### src/rtl/keypad_matrix_emulator.sv
// keypad_matrix_emulator
//
// Emulates the key side of a 4x4 active-low keypad matrix. Key codes are
// queued from a host valid/ready interface and played back one at a time as
// press bounce, clean hold, release bounce and a clean gap. While the
// emulated contact is closed, the row of the active key is pulled low
// whenever the scanner drives that key's column low.
//
// Key map (row / column):
//   R1: 1 2 3 A   R2: 4 5 6 B   R3: 7 8 9 C   R4: 0 F E D
//
// Ports:
//   clk        system clock
//   rst        synchronous active-high reset
//   col_n[3:0] scanner column lines, active low (bit 3 = column 1)
//   row_n[3:0] emulated row lines, active low (bit 3 = row 1), registered
//   key_code   hex value of the key to queue
//   key_valid  key_code is valid
//   key_ready  queue has room; transfer on key_valid && key_ready
//   contact    emulated switch closed (registered)
//   busy       FSM not idle, or keys still queued
//   key_done   one-cycle pulse in the last cycle of a key's gap phase
module keypad_matrix_emulator #(
    parameter int FIFO_DEPTH    = 4,
    parameter int BOUNCE_CYCLES = 100000,
    parameter int BOUNCE_TOGGLE = 10000,
    parameter int HOLD_CYCLES   = 5000000,
    parameter int GAP_CYCLES    = 5000000
) (
    input  logic       clk,
    input  logic       rst,
    input  logic [3:0] col_n,
    output logic [3:0] row_n,
    input  logic [3:0] key_code,
    input  logic       key_valid,
    output logic       key_ready,
    output logic       contact,
    output logic       busy,
    output logic       key_done
);

    localparam int          AW          = $clog2(FIFO_DEPTH);
    localparam logic [AW:0] FULL_COUNT  = FIFO_DEPTH[AW:0];
    localparam bit          HAS_BOUNCE  = (BOUNCE_CYCLES != 0);
    localparam logic [31:0] BOUNCE_LAST = 32'((BOUNCE_CYCLES > 0) ? BOUNCE_CYCLES - 1 : 0);
    localparam logic [31:0] TOGGLE_LAST = 32'(BOUNCE_TOGGLE - 1);
    localparam logic [31:0] HOLD_LAST   = 32'(HOLD_CYCLES - 1);
    localparam logic [31:0] GAP_LAST    = 32'(GAP_CYCLES - 1);

    typedef enum logic [2:0] {
        IDLE,
        PRESS_BOUNCE,
        HOLD,
        REL_BOUNCE,
        GAP
    } state_t;

    // Returns {row mask, column mask}, one-hot, bit 3 = row/column 1.
    function automatic logic [7:0] key_lines(input logic [3:0] k);
        case (k)
            4'h1:    key_lines = {4'b1000, 4'b1000};
            4'h2:    key_lines = {4'b1000, 4'b0100};
            4'h3:    key_lines = {4'b1000, 4'b0010};
            4'hA:    key_lines = {4'b1000, 4'b0001};
            4'h4:    key_lines = {4'b0100, 4'b1000};
            4'h5:    key_lines = {4'b0100, 4'b0100};
            4'h6:    key_lines = {4'b0100, 4'b0010};
            4'hB:    key_lines = {4'b0100, 4'b0001};
            4'h7:    key_lines = {4'b0010, 4'b1000};
            4'h8:    key_lines = {4'b0010, 4'b0100};
            4'h9:    key_lines = {4'b0010, 4'b0010};
            4'hC:    key_lines = {4'b0010, 4'b0001};
            4'hF:    key_lines = {4'b0001, 4'b0100};
            4'hE:    key_lines = {4'b0001, 4'b0010};
            4'hD:    key_lines = {4'b0001, 4'b0001};
            default: key_lines = {4'b0001, 4'b1000};  // key 0
        endcase
    endfunction

    // ---- key queue ----
    logic [3:0]    fifo_mem [FIFO_DEPTH];
    logic [AW-1:0] wr_ptr;
    logic [AW-1:0] rd_ptr;
    logic [AW:0]   count;
    logic          push;
    logic          pop;

    // key_ready looks only at count, so a full queue refuses a push even in
    // a cycle where the FSM pops.
    assign key_ready = (count != FULL_COUNT);
    assign push      = key_valid && key_ready;

    always_ff @(posedge clk) begin
        if (push) begin
            fifo_mem[wr_ptr] <= key_code;
        end
    end

    always_ff @(posedge clk) begin
        if (rst) begin
            wr_ptr <= '0;
            rd_ptr <= '0;
            count  <= '0;
        end else begin
            if (push) begin
                wr_ptr <= wr_ptr + 1'b1;
            end
            if (pop) begin
                rd_ptr <= rd_ptr + 1'b1;
            end
            case ({push, pop})
                2'b10:   count <= count + 1'b1;
                2'b01:   count <= count - 1'b1;
                default: count <= count;
            endcase
        end
    end

    // ---- playback FSM ----
    state_t      state;
    state_t      state_nxt;
    logic [31:0] cnt;
    logic [31:0] cnt_nxt;
    logic [31:0] tcnt;
    logic [31:0] tcnt_nxt;
    logic        contact_nxt;
    logic [3:0]  active_key;

    // contact is computed alongside the next state so that the registered
    // value always belongs to the state it is registered with.
    always_comb begin
        state_nxt   = state;
        cnt_nxt     = cnt + 32'd1;
        tcnt_nxt    = tcnt;
        contact_nxt = contact;
        pop         = 1'b0;
        case (state)
            IDLE: begin
                cnt_nxt     = '0;
                tcnt_nxt    = '0;
                contact_nxt = 1'b0;
                if (count != '0) begin
                    pop         = 1'b1;
                    contact_nxt = 1'b1;
                    if (HAS_BOUNCE) begin
                        state_nxt = PRESS_BOUNCE;
                    end else begin
                        state_nxt = HOLD;
                    end
                end
            end
            PRESS_BOUNCE, REL_BOUNCE: begin
                if (cnt == BOUNCE_LAST) begin
                    cnt_nxt  = '0;
                    tcnt_nxt = '0;
                    if (state == PRESS_BOUNCE) begin
                        state_nxt   = HOLD;
                        contact_nxt = 1'b1;
                    end else begin
                        state_nxt   = GAP;
                        contact_nxt = 1'b0;
                    end
                end else if (tcnt == TOGGLE_LAST) begin
                    tcnt_nxt    = '0;
                    contact_nxt = ~contact;
                end else begin
                    tcnt_nxt = tcnt + 32'd1;
                end
            end
            HOLD: begin
                contact_nxt = 1'b1;
                if (cnt == HOLD_LAST) begin
                    cnt_nxt     = '0;
                    tcnt_nxt    = '0;
                    contact_nxt = 1'b0;
                    if (HAS_BOUNCE) begin
                        state_nxt = REL_BOUNCE;
                    end else begin
                        state_nxt = GAP;
                    end
                end
            end
            GAP: begin
                contact_nxt = 1'b0;
                if (cnt == GAP_LAST) begin
                    cnt_nxt   = '0;
                    state_nxt = IDLE;
                end
            end
            default: begin
                state_nxt   = IDLE;
                cnt_nxt     = '0;
                tcnt_nxt    = '0;
                contact_nxt = 1'b0;
            end
        endcase
    end

    always_ff @(posedge clk) begin
        if (rst) begin
            state      <= IDLE;
            cnt        <= '0;
            tcnt       <= '0;
            contact    <= 1'b0;
            active_key <= '0;
        end else begin
            state   <= state_nxt;
            cnt     <= cnt_nxt;
            tcnt    <= tcnt_nxt;
            contact <= contact_nxt;
            if (pop) begin
                active_key <= fifo_mem[rd_ptr];
            end
        end
    end

    assign key_done = (state == GAP) && (cnt == GAP_LAST);
    assign busy     = (state != IDLE) || (count != '0);

    // ---- row drive ----
    logic [7:0] lines;
    logic       col_hit;

    assign lines   = key_lines(active_key);
    // Any low column matching the key's column pulls its row low.
    assign col_hit = |(lines[3:0] & ~col_n);

    always_ff @(posedge clk) begin
        if (rst) begin
            row_n <= 4'hF;
        end else if (contact && col_hit) begin
            row_n <= ~lines[7:4];
        end else begin
            row_n <= 4'hF;
        end
    end

endmodule

### config.mk
export PLATFORM = sky130hd
export DESIGN_NAME = keypad_matrix_emulator
export DESIGN_NICKNAME = d
export VERILOG_FILES = /design/src/rtl/keypad_matrix_emulator.sv
export SDC_FILE = /design/constraint.sdc
export NUM_CORES = 1
export LEC_CHECK = 0
export CORE_MARGIN = 4
export CORE_UTILIZATION = 35
export CTS_BUF_LIST = sky130_fd_sc_hd__clkbuf_8
export DETAILED_ROUTE_END_ITERATION = 6
export GPL_TIMING_DRIVEN = 0
export SLEW_MARGIN = 40
export SYNTH_ARGS = -nofsm -noshare
export SYNTH_HDL_FRONTEND = slang
export SYNTH_SLANG_ARGS = --single-unit
### constraint.sdc
create_clock -name clk -period 4.3 [get_ports clk]
set_input_delay 0.43 -clock clk [delete_from_list [all_inputs] [get_ports clk]]
set_output_delay 0.43 -clock clk [all_outputs]
set_load 0.02 [all_outputs]
## Word-level counts from Yosys, hierarchy flattened

Memory sizes are Yosys's and may differ from the RTL's. A register that Yosys moved wholly into a read port is not among the register bits.
Index checks and enable logic that the tools add are counted.

- Register bits after elaboration: 79
- Output and inout port bits: 8
- Logic and storage cells: 74
- Memories kept: 2
- Bits in writable memories: 16
- Memory bits (read-only): 128
- Input bits: 11

Memory list:

| memory | depth | bits a word | rd ports | clocked after memory_dff | wr ports | line | text |
|---|---|---|---|---|---|---|---|
| (no name shown) | 16 | 8 | 1 | 0 | 0 | 60 | `case (k)` |
| fifo_mem | 4 | 4 | 1 | 1 | 1 | 81 | `logic [3:0] fifo_mem [FIFO_DEPTH];` |

- Multiplexer cells: 23
- Add/sub/neg operators: 6
- Bitwise logic cells: 6
- Equality and inequality tests: 15
- Reduce and logical (&&, ||, !) cells: 14

Operators with widths:

| operator | number |
|---|---|
| $mux 32 | 5 |
| $pmux 32 s3 | 1 |
| $add 32x1->32 const B | 2 |
| $pmux 32 s2 | 1 |
| $eq 32x14->1 const B | 1 |
| $eq 32x17->1 const B | 1 |
| $eq 32x23->1 const B | 1 |
| $mux 3 | 5 |
| $pmux 3 s4 | 1 |
| $mux 1 | 8 |
| $ne 2x2->1 const B | 4 |
| $not 4->4 | 2 |
| $eq 3x2->1 const B | 2 |
| $ne 3x3->1 const B | 2 |
| $pmux 3 s2 | 1 |
| $reduce_bool 3->1 | 2 |
| $reduce_or 2->1 | 3 |
| $add 2x1->2 const B | 2 |
| $and 4x4->4 | 1 |
| $reduce_and 4->1 | 1 |
| $reduce_or 4->1 | 1 |
| $add 3x1->3 const B | 1 |
| $eq 3x1->1 const B | 1 |
| $eq 3x3->1 const B | 1 |
| 10 further kinds | 14 |

## Depth between registers and ports, before layout

Gate-level depths: netlist of the first run.

- Word-level depth: 6
- Depth in mapped cells: 10
- Mapped depth without buffers: 10

## Worst setup path before layout of the first run

Ideal clock, no wire load.

- Kind: register -> register
- From: register state[0]
- To: register count[2]
- Buffers on the path: 1
- Cell stages (with the launch flop): 9
- Slack: 1.793 ns
- Period minus slack after synthesis: 2.507 ns
- Setup time: 0.071 ns
- Data arrival time: 2.437 ns
- Data required time: 4.229 ns
- Path through: dfxtp_1 > clkbuf_1 > nor4_2 > ha_1 > inv_1 > fa_1 > xor2_1 > or3_1 > a21oi_1

- Longest elaborated chain between the ends: 4
- Elaborated cells between the ends (all ways): 6
- Those cells by class: eq/ne (2); mux (2); reduce/logical (2)

RTL lines:

| element | line | text |
|---|---|---|
| start: declaration | 120 | `state_t state;` |
| start signal: assignment | 207 | `state <= state_nxt;` |
| $logic_not 3->1 (*) | 137 | `case (state)` |
| $mux 1 (*) | 137 |  |
| via pop | 86 | `logic pop;` |
| $eq 2x1->1 / $eq 2x2->1 (equally long branches) | 111 | `case ({push, pop})` |
| $pmux 3 s2 / $reduce_bool 2->1 (equally long branches) | n/a |  |
| end signal: assignment | 112 | `2'b10: count <= count + 1'b1;` |
| end signal: assignment | 113 | `2'b01: count <= count - 1'b1;` |
| end signal: assignment | 114 | `default: count <= count;` |
| end: declaration | 84 | `logic [AW:0] count;` |

Mark *: on every way through the listed nets, which the timed path passes. The rest lies on a longest branch.
A chain may end at the register's enable or synchronous reset.

## Worst setup path in the final report of the first run

- From: register cnt[0]
- To: output key_done

- Longest elaborated chain between the ends: 2

RTL lines:

| element | line | text |
|---|---|---|
| start: declaration | 122 | `logic [31:0] cnt;` |
| start signal: assignment | 208 | `cnt <= cnt_nxt;` |
| $eq 32x23->1 | 217 | `assign key_done = (state == GAP) && (cnt == GAP_LAST);` |
| $logic_and 1x1->1 | 217 |  |
| end: declaration | 39 | `output logic key_done` |

Every way passes these cells.

==> results of run 1 <==
cells by family (layout without fill, tap and decap cells):
| kind of cell | after synthesis | in the layout | share of synthesized area (%) |
|---|---|---|---|
| flip-flops | 99 | 99 | 42.6 |
| buffers and inverters | 47 | 81 | 3.86 |
| multiplexers | 12 | 12 | 3.39 |
| adder cells (fa/ha/maj) | 14 | 14 | 3.63 |
| XOR/XNOR | 40 | 40 | 6.97 |
| AO/OA/AOI/OAI | 87 | 87 | 11.6 |
| AND/OR/NAND/NOR | 267 | 267 | 28.0 |
final timing paths:
path | from | to | slack, ns | depth (start not counted)
setup / recovery | cnt[0] | key_done | 1.18 | 7
setup reg to reg | cnt[0] | tcnt[21] | 1.27 | 9
hold reg to reg | cnt[0] | cnt[0] | 0.48 | 1
hold / removal | cnt[0] | cnt[0] | 0.48 | 1
flip-flops by register name, summed over array words and instances, names as in the netlist:
| signal | count |
|---|---|
| tcnt | 32 |
| row_n | 4 |
| wr_ptr | 2 |
| fifo_mem | 16 |
| active_key | 4 |
| cnt | 32 |
| contact | 1 |
| count | 3 |
| state | 3 |
| rd_ptr | 2 |
area by class of cell:
cell class / count / area, µm²
fillers: 1405 / 8320
multi-input cells: 420 / 2720
clock inverters: 7 / 92.6
clock buffers: 9 / 124
inverters: 19 / 71.3
plain buffers: 28 / 123
repair buffers: 18 / 180
flip-flops and latches: 99 / 2140
well taps: 180 / 225
worst register-to-register path, stage by stage, from the launching register on:
cell      delay (ns)
dfxtp_1         0.38
ha_1            0.22
and4_1          0.19
clkbuf_1        0.28
and4b_1         0.26
nand4_1         0.44
and2_1          0.42
clkbuf_1        0.28
o31ai_1         0.32
a21oi_1         0.10
cells in the final DEF, fill, tap and decap left out, types with 19 or more instances in the layout:
master / Yosys / routed
nand4_1: 21 / 21
inv_1: 19 / 19
dfxtp_1: 83 / 83
nor2_1: 76 / 76
a21oi_1: 26 / 26
xnor2_1: 20 / 20
nand2_1: 49 / 49
xor2_1: 20 / 20
clkbuf_1: 19 / 19
nand3_1: 28 / 28
per-layer routing:
layer / track usage, % / vias to the layer above
met5: 0 / -
met3: 3.17 / 14
li1: - / 2094
met1: 20.2 / 1990
met4: 4.43 / 0
met2: 23.1 / 100
power by group through the flow:
stage	sequential, mW	combinational, mW	clock [mW]
global placement	1.09	0.635	0
detailed placement	1.09	0.669	0
finish	1.07	0.671	0.649
global route	1.08	0.754	0.709
CTS	1.07	0.673	0.672
floorplan	1.08	0.481	0
cells in the mapped netlist, types with 9 or more instances:
cell type  number
a31oi_1        13
xor2_1         20
nor3_1         11
inv_1          19
o21ai_0        11
dfxtp_1        83
ha_1           13
a21oi_1        26
xnor2_1        20
nor4_1         12
nor2_1         76
and4_1          9
nand3_1        28
edfxtp_1       16
and3_1         18
nand4_1        21
nand2_1        49
clkbuf_1       19
==> flow_summary.toml, run 1 <==
[synth]
synth-seq-area-share_pct = 42.6
synthCells = 566
synthDistinctLibCells = 60
netlist_area_um2 = 5030
syn_nets = 591
synth_seq_cells = 99
syn_avg_cell_area_um2 = 8.88
synth_area_leaders = "dfxtp_1 (33%), edfxtp_1 (9.6%), nor2_1 (5.7%)"
yosysTopAreaCell = "dfxtp_1"
synth_top_area_share_pct = 33.1
synth_edf_count = 16
yosysWarnings = 0
synthFlopType = "dfxtp_1"
async_reset_ff_share_pct = 0

[setup_path]
crit_arrival_ns = 2.69
slowest_delay_ns = 0.64
path_max_fanout = 8
worst-path-buf-inv = 2
worstSetupStartpointType = "flop"
required_ns = 3.87
end_kind = "output pin"
crit_type = "reg -> out"
crit_chain = "ha_1, and4_1, clkbuf_1, and4b_1, nand3_1, nor2_1, clkdlybuf4s50_1"
slowest_stage = "clkdlybuf4s50_1"
critical_path.top_delay_family = "buffers and inverters"

[timing]
fin_crit_ns = 3.12
final.setup.tns_ns = 0
min_period_over_period_pct = 72.5
relSlewSlack_pct = 47.1
tightest_slew_ns = 0.793
timing.final.ws_setup_ns = 1.18
rsz0062_at_grt = "false"
fmax_ghz = 0.321
holdWs_ns = 0.480
slew_viol_final = 0
fin_skew_ns = 0.00966
setup_viol_count_final = 0
hold_violations = 0

[grt]
grt_pass1_vias = 4026
grt_pass1_wl_mm = 19.7
grt_antenna_before_repair = 0
grtUsageTotal_pct = 14.7
grt_max_degree = 20
grt_overflow = 0

[min_path]
min_path_type = "reg -> reg"

[cells_and_area]
antenna_cells = 0
post-route-util_pct = 40.6
drive_gt1_share_pct = 6.67
area_growth_pct = 12.9
nets = 620
final_area_um2 = 5670
finalNonFillerCells = 780

[power]
ir_worst_vdd_mv = 0.316
p_per_area_nw_per_um2 = 422
p_comb_share_pct = 28.1
power.total_mw = 2.39
p_leak_nw = 1.92
power.internal_mw = 1.58
p_clk_share_pct = 27.1
p_seq_share_pct = 44.8
power.switching_uw = 809
p_sw_share_pct = 33.8

[placed_design]
port_buffers = 18
hpwlAfterDp_mm = 8.25
placedInstanceArea_um2 = 5450
dp_slack_ns = 1.35
placed_cells = 764
place.gp.congestion = 0.885

[clock_network]
cts_buffers = 9
clk_latency_ns = 0.38
cts_tree = "yes"
cts_buffer_depth = 2
post_cts_buffers = 0
cts_max_level = 3
root_buffer = "clkbuf_8"
hold_buffers = 0
cts_resized = 0
clk_pin_slew_ns = 0.10
cts.sinks = 99

[detailed_routing]
drt_iter0_drc = 360
antenna_left = 0
wl_per_cell_um = 14.7
dr_wl_met3_um = 604
top_layer = "met4"
drc = 0
wl_met2_mm = 5.38
wirelength_mm = 11.5
first_pass_iters = 5
num_vias = 4198
vias_per_cell = 5.38
met1Wirelength_mm = 5.35

[floorplan]
die_w_um = 128
dieHeight_um = 128
core_area_um2 = 14000
io_pins = 19
row_count = 43
dieArea_um2 = 16300
start_util_pct = 35.9

[status]
status = "completed"

[run]
max_cap_viol_count = 0
(Power assumes the default switching activity.)
==> inputs of run 2 (changes only) <==
==> constraint.sdc (replaced) <==
create_clock -name clk -period 2.7 [get_ports clk]
set_input_delay 0.27 -clock clk [delete_from_list [all_inputs] [get_ports clk]]
set_output_delay 0.27 -clock clk [all_outputs]
set_load 0.02 [all_outputs]
==> flow_summary.toml, run 2 (synthesis results as in run 1) <==
[setup_path]
end_kind = "flop"
crit_type = "reg -> reg"
critical_path.top_delay_family = "simple AND/OR/NAND/NOR gates"
worstSetupStartpointType = "flop"
crit_chain = "or4_4, or4_4, o31ai_2, o31ai_2, nor2_2, nor2_1"
crit_arrival_ns = 2.79
crit_start = "cnt[25]"
reg2reg_from = "cnt[25]"
required_ns = 2.95
slowest_stage = "or4_4"
path_max_fanout = 7
worst-path-buf-inv = 0
slowest_delay_ns = 0.53

[floorplan]
row_count = 43
dieArea_um2 = 16300
core_area_um2 = 14000
start_util_pct = 35.9
dieHeight_um = 128
io_pins = 19
die_w_um = 128

[power]
p_comb_share_pct = 28.8
p_leak_nw = 1.93
ir_worst_vdd_mv = 0.508
p_seq_share_pct = 44.3
power.internal_mw = 2.55
power.total_mw = 3.85
p_clk_share_pct = 26.9
power.switching_mw = 1.30
p_per_area_nw_per_um2 = 677
p_sw_share_pct = 33.8

[grt]
grt_max_degree = 20
grt_antenna_before_repair = 0
grt_overflow = 0
grtUsageTotal_pct = 14.7
grt_pass1_vias = 4025
grt_pass1_wl_mm = 19.7

[cells_and_area]
n_fill_cell = 1403
reg.largest.list = "cnt x32, tcnt x32, fifo_mem x16"
seqCellArea_um2 = 2140
multiInputGateArea_um2 = 2720
nets = 618
drive_gt1_share_pct = 8.03
area_growth_pct = 13.1
post-route-util_pct = 40.6
final_common_cell = "dfxtp_1"
antenna_cells = 0
final_cell_mix = "dfxtp_1 (82), nor2_1 (75), nand2_1 (49)"

[detailed_routing]
wl_met2_mm = 5.31
antenna_left = 0
drc = 0
num_vias = 4182
top_layer = "met4"
first_pass_iters = 5
drt_iter0_drc = 341
met1Wirelength_mm = 5.45
dr_wl_met3_um = 637
wirelength_mm = 11.5
wl_per_cell_um = 14.8
vias_per_cell = 5.38

[clock_network]
cts_tree = "yes"
cts_buffer_depth = 2
clk_latency_ns = 0.37
hold_buffers = 0
cts.sinks = 99
cts_buffers = 9
clk_pin_slew_ns = 0.10
cts_max_level = 3
root_buffer = "clkbuf_8"

[placed_design]
place.gp.congestion = 0.885
dp_slack_ns = -0.252
port_buffers = 18
hpwlAfterDp_mm = 8.25

[status]
status = "completed"

[timing]
rsz0062_at_grt = "false"
fin_crit_ns = 2.54
fin_skew_ns = 0.00950
min_period_over_period_pct = 94.2
hold_violations = 0
final.setup.tns_ns = 0
relSlewSlack_pct = 47.7
slew_viol_final = 0
setup_viol_count_final = 0
tightest_slew_ns = 0.778
fmax_ghz = 0.393
timing.final.ws_setup_ns = 0.158

[min_path]
min_path_type = "reg -> reg"
hold_start = "cnt[0]"

[run]
max_cap_viol_count = 0
## run 2: metal layers
layer,track usage [%],up-vias
li1,-,2090
met1,20.4,1970
met2,23.1,109
met3,3.17,13
met4,4.43,0
met5,0,-
## run 2: layout make-up
class,count,area share [%]
multi-input cells,420,47.9
flip-flops and latches,99,37.7
well taps,180,3.96
repair buffers,21,3.54
clock buffers,9,2.18
plain buffers,23,1.85
clock inverters,7,1.63
inverters,19,1.25
## run 2: through the flow
step           area (µm²)  instances  hold WS (ns)
2_1_floorplan        5030        566         0.369
3_3_place_gp         5430        764         0.443
3_5_place_dp         5450        764         0.467
4_1_cts              5660        777         0.492
5_1_grt              5690        778         0.514
6_report             5690        778         0.479
## run 2: final timing paths
check	end	slack (ns)	cells after the start
max reg2reg	tcnt[16]	0.16	6
min reg2reg	cnt[0]	0.48	1
min	cnt[0]	0.48	1
max	tcnt[16]	0.16	6
## run 2: timing repair
item / 4_1_cts / 5_1_grt
hold endpoints to repair: 0 / 0
buffers inserted: 1 / 2
pin swaps: 2 / 1
endpoints found under the setup margin: 12 / 13
resized for setup: 4 / 3
## run 2: power by group through the flow
stage | combinational (mW) | clock [mW] | sequential, mW
after detailed placement | 1.07 | 0 | 1.74
after floorplan | 0.767 | 0 | 1.73
final | 1.11 | 1.03 | 1.71
after global routing | 1.24 | 1.13 | 1.72
after CTS | 1.07 | 1.07 | 1.71
after global placement | 1.01 | 0 | 1.73
